--- src/rtl/bexkat1_pkg.sv ---
// ============================================================================
// Module   : bexkat1_pkg
// Purpose  : Shared writeback request type and scheduler defaults.
// Revision : 1.0 - initial release
// ============================================================================
`default_nettype none

package bexkat1_pkg;

    localparam int                   WB_WIDTH           = 32;
    localparam int                   WB_COUNTP          = 4;
    localparam logic [WB_COUNTP-1:0] DEFAULT_SPREG      = 4'd15;
    localparam int                   DEFAULT_STARVE_MAX = 3;

    typedef struct packed {
        logic [WB_COUNTP-1:0] addr;
        logic [WB_WIDTH-1:0]  data;
        logic [1:0]           be;
    } wb_req_t;

    // An all-zero enable on a live request means a full-word write.
    function automatic logic [1:0] wb_be_norm(input logic [1:0] be);
        return (be == 2'b00) ? 2'b11 : be;
    endfunction

endpackage

`default_nettype wire

--- src/rtl/wb_priority_arb.sv ---
// ============================================================================
// Module   : wb_priority_arb
// Purpose  : Two-requester fixed-priority arbiter with optional starvation override.
// Revision : 1.0 - initial release
// ============================================================================
`default_nettype none

module wb_priority_arb
    import bexkat1_pkg::*;
#(
    parameter bit STARVE_EN  = 1'b1,
    parameter int STARVE_MAX = DEFAULT_STARVE_MAX
) (
    input  logic clk_i,
    input  logic rst_i,
    input  logic hi_valid,
    input  logic hi_block,
    input  logic lo_valid,
    input  logic lo_block,
    output logic hi_grant,
    output logic lo_grant
);

    localparam int CW = $clog2(STARVE_MAX + 1);

    logic [CW-1:0] starve_cnt;
    logic          hi_elig;
    logic          lo_elig;
    logic          force_lo;

    assign hi_elig  = hi_valid && !hi_block;
    assign lo_elig  = lo_valid && !lo_block;
    assign force_lo = STARVE_EN && (starve_cnt == CW'(STARVE_MAX));

    always_comb begin
        hi_grant = 1'b0;
        lo_grant = 1'b0;
        if (!rst_i) begin
            if (lo_elig && (force_lo || !hi_elig)) begin
                lo_grant = 1'b1;
            end else if (hi_elig) begin
                hi_grant = 1'b1;
            end
        end
    end

    // Counts raw lo_valid denials, including cycles where lo was blocked.
    always_ff @(posedge clk_i or posedge rst_i) begin
        if (rst_i) begin
            starve_cnt <= '0;
        end else if (!STARVE_EN || !lo_valid || lo_grant) begin
            starve_cnt <= '0;
        end else if (starve_cnt != CW'(STARVE_MAX)) begin
            starve_cnt <= starve_cnt + CW'(1);
        end
    end

endmodule

`default_nettype wire

--- src/rtl/regfile_wb_scheduler.sv ---
// ============================================================================
// Module   : regfile_wb_scheduler
// Purpose  : Arbitrates register file write ports and tracks pending writes.
// Revision : 1.0 - initial release
// ============================================================================
`default_nettype none

module regfile_wb_scheduler
    import bexkat1_pkg::*;
#(
    parameter int                WIDTH      = WB_WIDTH,
    parameter int                COUNTP     = WB_COUNTP,
    parameter logic [COUNTP-1:0] SPREG      = DEFAULT_SPREG,
    parameter int                STARVE_MAX = DEFAULT_STARVE_MAX
) (
    input  logic              clk_i,
    input  logic              rst_i,
    input  logic              supervisor,
    input  logic              flush_i,
    input  logic              alu_valid,
    output logic              alu_ready,
    input  logic [COUNTP-1:0] alu_addr,
    input  logic [WIDTH-1:0]  alu_data,
    input  logic [1:0]        alu_be,
    input  logic              mem_valid,
    output logic              mem_ready,
    input  logic [COUNTP-1:0] mem_addr,
    input  logic [WIDTH-1:0]  mem_data,
    input  logic [1:0]        mem_be,
    input  logic              msp_valid,
    output logic              msp_ready,
    input  logic [WIDTH-1:0]  msp_data,
    input  logic [1:0]        msp_be,
    input  logic              exc_valid,
    output logic              exc_ready,
    input  logic [WIDTH-1:0]  exc_data,
    input  logic              rsv_en,
    input  logic [COUNTP-1:0] rsv_addr,
    input  logic              rd1_use,
    input  logic [COUNTP-1:0] rd1_addr,
    input  logic              rd2_use,
    input  logic [COUNTP-1:0] rd2_addr,
    output logic [COUNTP-1:0] write_addr,
    output logic [WIDTH-1:0]  write_data,
    output logic [1:0]        write_en,
    output logic [WIDTH-1:0]  sp_data_i,
    output logic [1:0]        sp_en,
    output logic              stall_o
);

    localparam int COUNT = 2 ** COUNTP;

    wb_req_t          alu_req, mem_req, gen_req;
    logic             alu_grant, mem_grant, exc_grant, msp_grant;
    logic             gen_grant, sp_grant;
    logic [COUNT-1:0] pending, set_vec, clr_vec, pend_eff;
    logic             pending_ssp, set_ssp, clr_ssp, ssp_eff;
    logic             sup_prev;
    logic             rd1_hit, rd2_hit, rsv_hit, mode_hit;

    function automatic logic busy(input logic [COUNTP-1:0] a, input logic sup,
                                  input logic [COUNT-1:0] pv, input logic sv);
        return (sup && a == SPREG) ? sv : pv[a];
    endfunction

    assign alu_req.addr = alu_addr;
    assign alu_req.data = alu_data;
    assign alu_req.be   = alu_be;
    assign mem_req.addr = mem_addr;
    assign mem_req.data = mem_data;
    assign mem_req.be   = mem_be;

    assign sp_grant  = exc_grant || msp_grant;
    assign gen_grant = alu_grant || mem_grant;

    wb_priority_arb #(.STARVE_EN(1'b0), .STARVE_MAX(1)) u_sp_arb (
        .clk_i    (clk_i),
        .rst_i    (rst_i),
        .hi_valid (exc_valid),
        .hi_block (1'b0),
        .lo_valid (msp_valid),
        .lo_block (1'b0),
        .hi_grant (exc_grant),
        .lo_grant (msp_grant)
    );

    // A general write to SPREG would collide with the SP port in the register file.
    wb_priority_arb #(.STARVE_EN(1'b1), .STARVE_MAX(STARVE_MAX)) u_gen_arb (
        .clk_i    (clk_i),
        .rst_i    (rst_i),
        .hi_valid (mem_valid),
        .hi_block (sp_grant && mem_addr == SPREG),
        .lo_valid (alu_valid),
        .lo_block (sp_grant && alu_addr == SPREG),
        .hi_grant (mem_grant),
        .lo_grant (alu_grant)
    );

    assign alu_ready = alu_grant;
    assign mem_ready = mem_grant;
    assign exc_ready = exc_grant;
    assign msp_ready = msp_grant;

    always_comb begin
        gen_req = '0;
        if (mem_grant) begin
            gen_req = mem_req;
        end else if (alu_grant) begin
            gen_req = alu_req;
        end
    end

    assign write_addr = gen_req.addr;
    assign write_data = gen_req.data;
    assign write_en   = gen_grant ? wb_be_norm(gen_req.be) : 2'b00;
    assign sp_data_i  = exc_grant ? exc_data : (msp_grant ? msp_data : '0);
    assign sp_en      = exc_grant ? 2'b11 : (msp_grant ? wb_be_norm(msp_be) : 2'b00);

    always_comb begin
        clr_vec = '0;
        clr_ssp = 1'b0;
        if (gen_grant) begin
            if (supervisor && gen_req.addr == SPREG) begin
                clr_ssp = 1'b1;
            end else begin
                clr_vec[gen_req.addr] = 1'b1;
            end
        end
        if (sp_grant) begin
            if (supervisor) begin
                clr_ssp = 1'b1;
            end else begin
                clr_vec[SPREG] = 1'b1;
            end
        end
    end

    // Committing registers are forwarded by the register file, so they do not stall.
    assign pend_eff = pending & ~clr_vec;
    assign ssp_eff  = pending_ssp && !clr_ssp;
    assign rd1_hit  = rd1_use && busy(rd1_addr, supervisor, pend_eff, ssp_eff);
    assign rd2_hit  = rd2_use && busy(rd2_addr, supervisor, pend_eff, ssp_eff);
    assign rsv_hit  = rsv_en && busy(rsv_addr, supervisor, pend_eff, ssp_eff);
    assign mode_hit = (supervisor != sup_prev) && (pending[SPREG] || pending_ssp);
    assign stall_o  = !rst_i && (rd1_hit || rd2_hit || rsv_hit || mode_hit);

    always_comb begin
        set_vec = '0;
        set_ssp = 1'b0;
        if (rsv_en && !stall_o) begin
            if (supervisor && rsv_addr == SPREG) begin
                set_ssp = 1'b1;
            end else begin
                set_vec[rsv_addr] = 1'b1;
            end
        end
    end

    // sup_prev only follows the mode once issue is free, so a blocked mode
    // switch keeps stalling until the stack pointer writes drain or flush.
    always_ff @(posedge clk_i or posedge rst_i) begin
        if (rst_i) begin
            pending     <= '0;
            pending_ssp <= 1'b0;
            sup_prev    <= 1'b0;
        end else begin
            if (flush_i) begin
                pending     <= '0;
                pending_ssp <= 1'b0;
            end else begin
                pending     <= (pending & ~clr_vec) | set_vec;
                pending_ssp <= (pending_ssp && !clr_ssp) || set_ssp;
            end
            if (!stall_o) begin
                sup_prev <= supervisor;
            end
        end
    end

endmodule

`default_nettype wire

--- config.mk ---
export PLATFORM = sky130hd
export DESIGN_NAME = regfile_wb_scheduler
export DESIGN_NICKNAME = d
export VERILOG_FILES = /design/src/rtl/bexkat1_pkg.sv /design/src/rtl/wb_priority_arb.sv /design/src/rtl/regfile_wb_scheduler.sv
export SDC_FILE = /design/constraint.sdc
export NUM_CORES = 1
export LEC_CHECK = 0
export CAP_MARGIN = 15
export CORE_MARGIN = 4
export CORE_UTILIZATION = 34
export DETAILED_ROUTE_END_ITERATION = 10
export PLACE_DENSITY = 0.91
export SLEW_MARGIN = 20
export SYNTH_ARGS = -nofsm -noshare
export SYNTH_HDL_FRONTEND = slang
export SYNTH_SLANG_ARGS = --single-unit
--- constraint.sdc ---
create_clock -name clk_i -period 5.85 [get_ports clk_i]
set_input_delay 1.755 -clock clk_i [delete_from_list [all_inputs] [get_ports clk_i]]
set_output_delay 1.755 -clock clk_i [all_outputs]
set_load 0.005 [all_outputs]
==> flow_summary.json <==
{
  "status": "complete, no violations",
  "synth-simple-area-share_pct": 27.6,
  "timing.rr.end": "pending[4]",
  "worstReg2RegStart": "u_gen_arb.starve_cnt[0]",
  "layout-drive-gt1-share_pct": 25.0,
  "syn_inst": 386,
  "area_growth_pct": 122,
  "grt_pass1_vias": 4743,
  "cts-root-buf": "clkbuf_8",
  "grt_max_degree": 36,
  "cp_slowest_cell": "or3_4",
  "synth-seq-area-share_pct": 16.8,
  "drc": 0,
  "die_area_sq_um": 10300,
  "final_cell_area_sq_um": 6610,
  "num_antenna_cells": 0,
  "skew_ns": 0.00482,
  "synth_compound_area_share_pct": 45.6,
  "yosysMostFrequentCell": "a22o_1",
  "crit_end": "write_en[1]",
  "core_sq_um": 8380,
  "slew_violations": 0,
  "dp_hpwl_um": 14900,
  "netlist_top_cells_area": "a22o_1 (19%), dfrtp_1 (17%), nor2b_1 (4.2%)",
  "critPathTopFamily": "buffers and inverters",
  "synthesis.nets": 552,
  "cp.depth": 13,
  "io_pins": 242,
  "synth_xor_area_share_pct": 0.588,
  "power.density_nw_per_um2": 107,
  "viasPerCell": 6.04,
  "yosys_warnings": 0,
  "min_period_over_period_pct": 99.0,
  "synth_area_per_cell_sq_um": 7.71,
  "crit_path_start_kind": "primary input",
  "std_cell_rows": 33,
  "clock_path_buffers": 2,
  "min_from": "sup_prev",
  "synth_seq_cells": 20,
  "clock_latency_ns": 0.27,
  "nNetsFinal": 879,
  "track_usage_pct": 33.9,
  "ir_drop_v": 0.000126,
  "cts.htree.levels": 1,
  "cp_common_cell": "buf_4",
  "period_minus_slack_ns": 5.79,
  "place.gp.congestion": 1.07,
  "critPathLaunch": "rst_i",
  "numCtsBuffers": 3,
  "final-setup-viol-count": 0,
  "crit_fanout": 7,
  "clock_sinks": 20,
  "worstPathRequired_ns": 4.09,
  "power_mw": 0.704,
  "yosys.area.top_type": "a22o_1",
  "post_dp_cell_area_sq_um": 6020,
  "r2r_setup_slack_ns": 2.65,
  "cts_hold_buf": 0,
  "fmax_ghz": 0.173,
  "crit_arrival_ns": 4.04,
  "power_leakage_nw": 2.83,
  "tightest_slew_ns": 0.769,
  "vias": 4932,
  "route.detailed.wl_per_inst_um": 24.0,
  "synth_adder_area_share_pct": 0.420,
  "finalHoldViolCount": 0,
  "synth_top_family_by_area": "compound AO/OA/AOI/OAI gates",
  "synthDistinctLibCells": 66,
  "critPathBufInv": 6,
  "start_util_pct": 35.5,
  "drtPass1Iterations": 5,
  "cts_tree": "built",
  "cp-end-kind": "output pin",
  "crit_type": "in2out",
  "grt_pass1_wl_um": 27000,
  "synth_area_sq_um": 2980,
  "synth_top_area_share_pct": 18.8,
  "rr_worst_depth": 13,
  "grt-ovfl-total": 0,
  "synth_ff_type": "dfrtp_1",
  "detail-route-antenna-nets": 0,
  "fin_setup_tns_ns": 0,
  "max-cap-violations": 0,
  "drtIter0Drc": 524,
  "clk_pin_slew_worst_paths_ns": 0.08,
  "synthTopCellsByCount": "a22o_1 (64), nand2_1 (25), nor2_1 (24)",
  "relSlewSlack_pct": 48.6,
  "die_h_um": 102,
  "hp-class": "reg2reg",
  "grt_antenna_before_repair": 0,
  "path_cells": "buf_6 > o21bai_4 > or3_4 > buf_4 > o21ai_4 > buf_6 > nor2_4 > buf_4 > buf_4 > a22oi_2 > nor2b_1 > nor2b_2 > dlygate4sd2_1",
  "io_buffers": 241,
  "synth_async_sr_flop_share_pct": 100,
  "muxShareOfSynthArea_pct": 3.24,
  "synth-edff-count": 0,
  "dieWidth_um": 102,
  "critPathMaxStageDelay_ns": 0.42,
  "wl_um": 19600
}
## kinds of logic after synthesis
logic type / Yosys count
and+or+nand+nor: 146
DFF: 20
muxes: 8
adders and majority gates: 1
xor gates and xnor gates: 2
buffers and inverters: 42
AOI/OAI and AO/OA: 167
## area by class of cell
type	instances	area, sq um
Timing Repair Buffer	351	3360
Multi-Input combinational cell	325	2520
Fill cell	583	1770
Sequential cell	20	500
Tap cell	105	131
Clock buffer	4	55.1
Inverter	12	45.0
## layout by cell type (no fill, tap or decap), types with 11 or more instances in the layout
cell type | synthesis | layout
nand2_1 | 25 | 23
buf_4 | 0 | 95
nand2b_1 | 12 | 12
o21ai_0 | 22 | 13
nor2_1 | 24 | 22
o211ai_1 | 13 | 13
dfrtp_1 | 20 | 20
clkdlybuf4s50_1 | 0 | 193
a22o_1 | 64 | 62
nor2b_1 | 20 | 16
inv_1 | 11 | 11
dlygate4sd2_1 | 0 | 32
o32ai_1 | 11 | 11
## power breakdown
group          internal [mW]  switching (mW)
sequential             0.145         0.00475
combinational          0.262           0.183
clock                 0.0601          0.0495
total                  0.467           0.238
## how the worst min path moves through the flow
stage                                   end  slack [ns]  cells past startpoint
global placement                   sup_prev        0.51                      1
detailed placement                 sup_prev        0.53                      1
floorplan           u_gen_arb.starve_cnt[1]        0.49                      2
finish                             sup_prev        0.55                      1
global route                       sup_prev        0.56                      1
CTS                                sup_prev        0.54                      1
## flip-flops by register name, indices dropped and copies added, names as in the netlist
signal	count
sup_prev	1
pending_ssp	1
u_gen_arb.starve_cnt	2
pending	16
## per-layer routing
metal	routed length [um]	global-route usage, %	share of wire (%)	up-vias
li1	-	-	-	2194
met1	6840	39.8	35	2324
met2	9690	60.9	49	332
met3	2060	5.99	10	82
met4	1010	13.2	5.1	0
met5	0	0	0	-
## timing repair
item / CTS / global route
pin swaps: 11 / 21
resized for setup: 80 / 56
buffers inserted: 11 / 12
gates cloned: 6 / 0
endpoints found under the setup margin: 41 / 25
## per-stage QoR
step / hold WS [ns] / std cells / util, % / setup slack (ns)
after floorplan: 0.493 / 386 / - / 0.209
after global placement: 0.508 / 784 / 71.9 / -0.723
after detailed placement: 0.526 / 784 / 71.9 / -0.801
after CTS: 0.545 / 805 / 76.2 / -0.240
after global routing: 0.564 / 817 / 78.8 / -0.000305
final: 0.548 / 817 / 78.8 / 0.0567
## worst reg2reg max path, cell delays in order (launching register included)
cell	delay, ns
dfrtp_1	0.41
ha_1	0.26
nand2b_1	0.21
nand2_4	0.12
buf_4	0.19
and4_2	0.29
buf_4	0.12
nor4_1	0.04
a211o_1	0.27
a211o_1	0.31
o211ai_4	0.11
nand4_4	0.13
buf_4	0.23
o32ai_1	0.38
No activity file was read; power rests on OpenSTA's default activity.
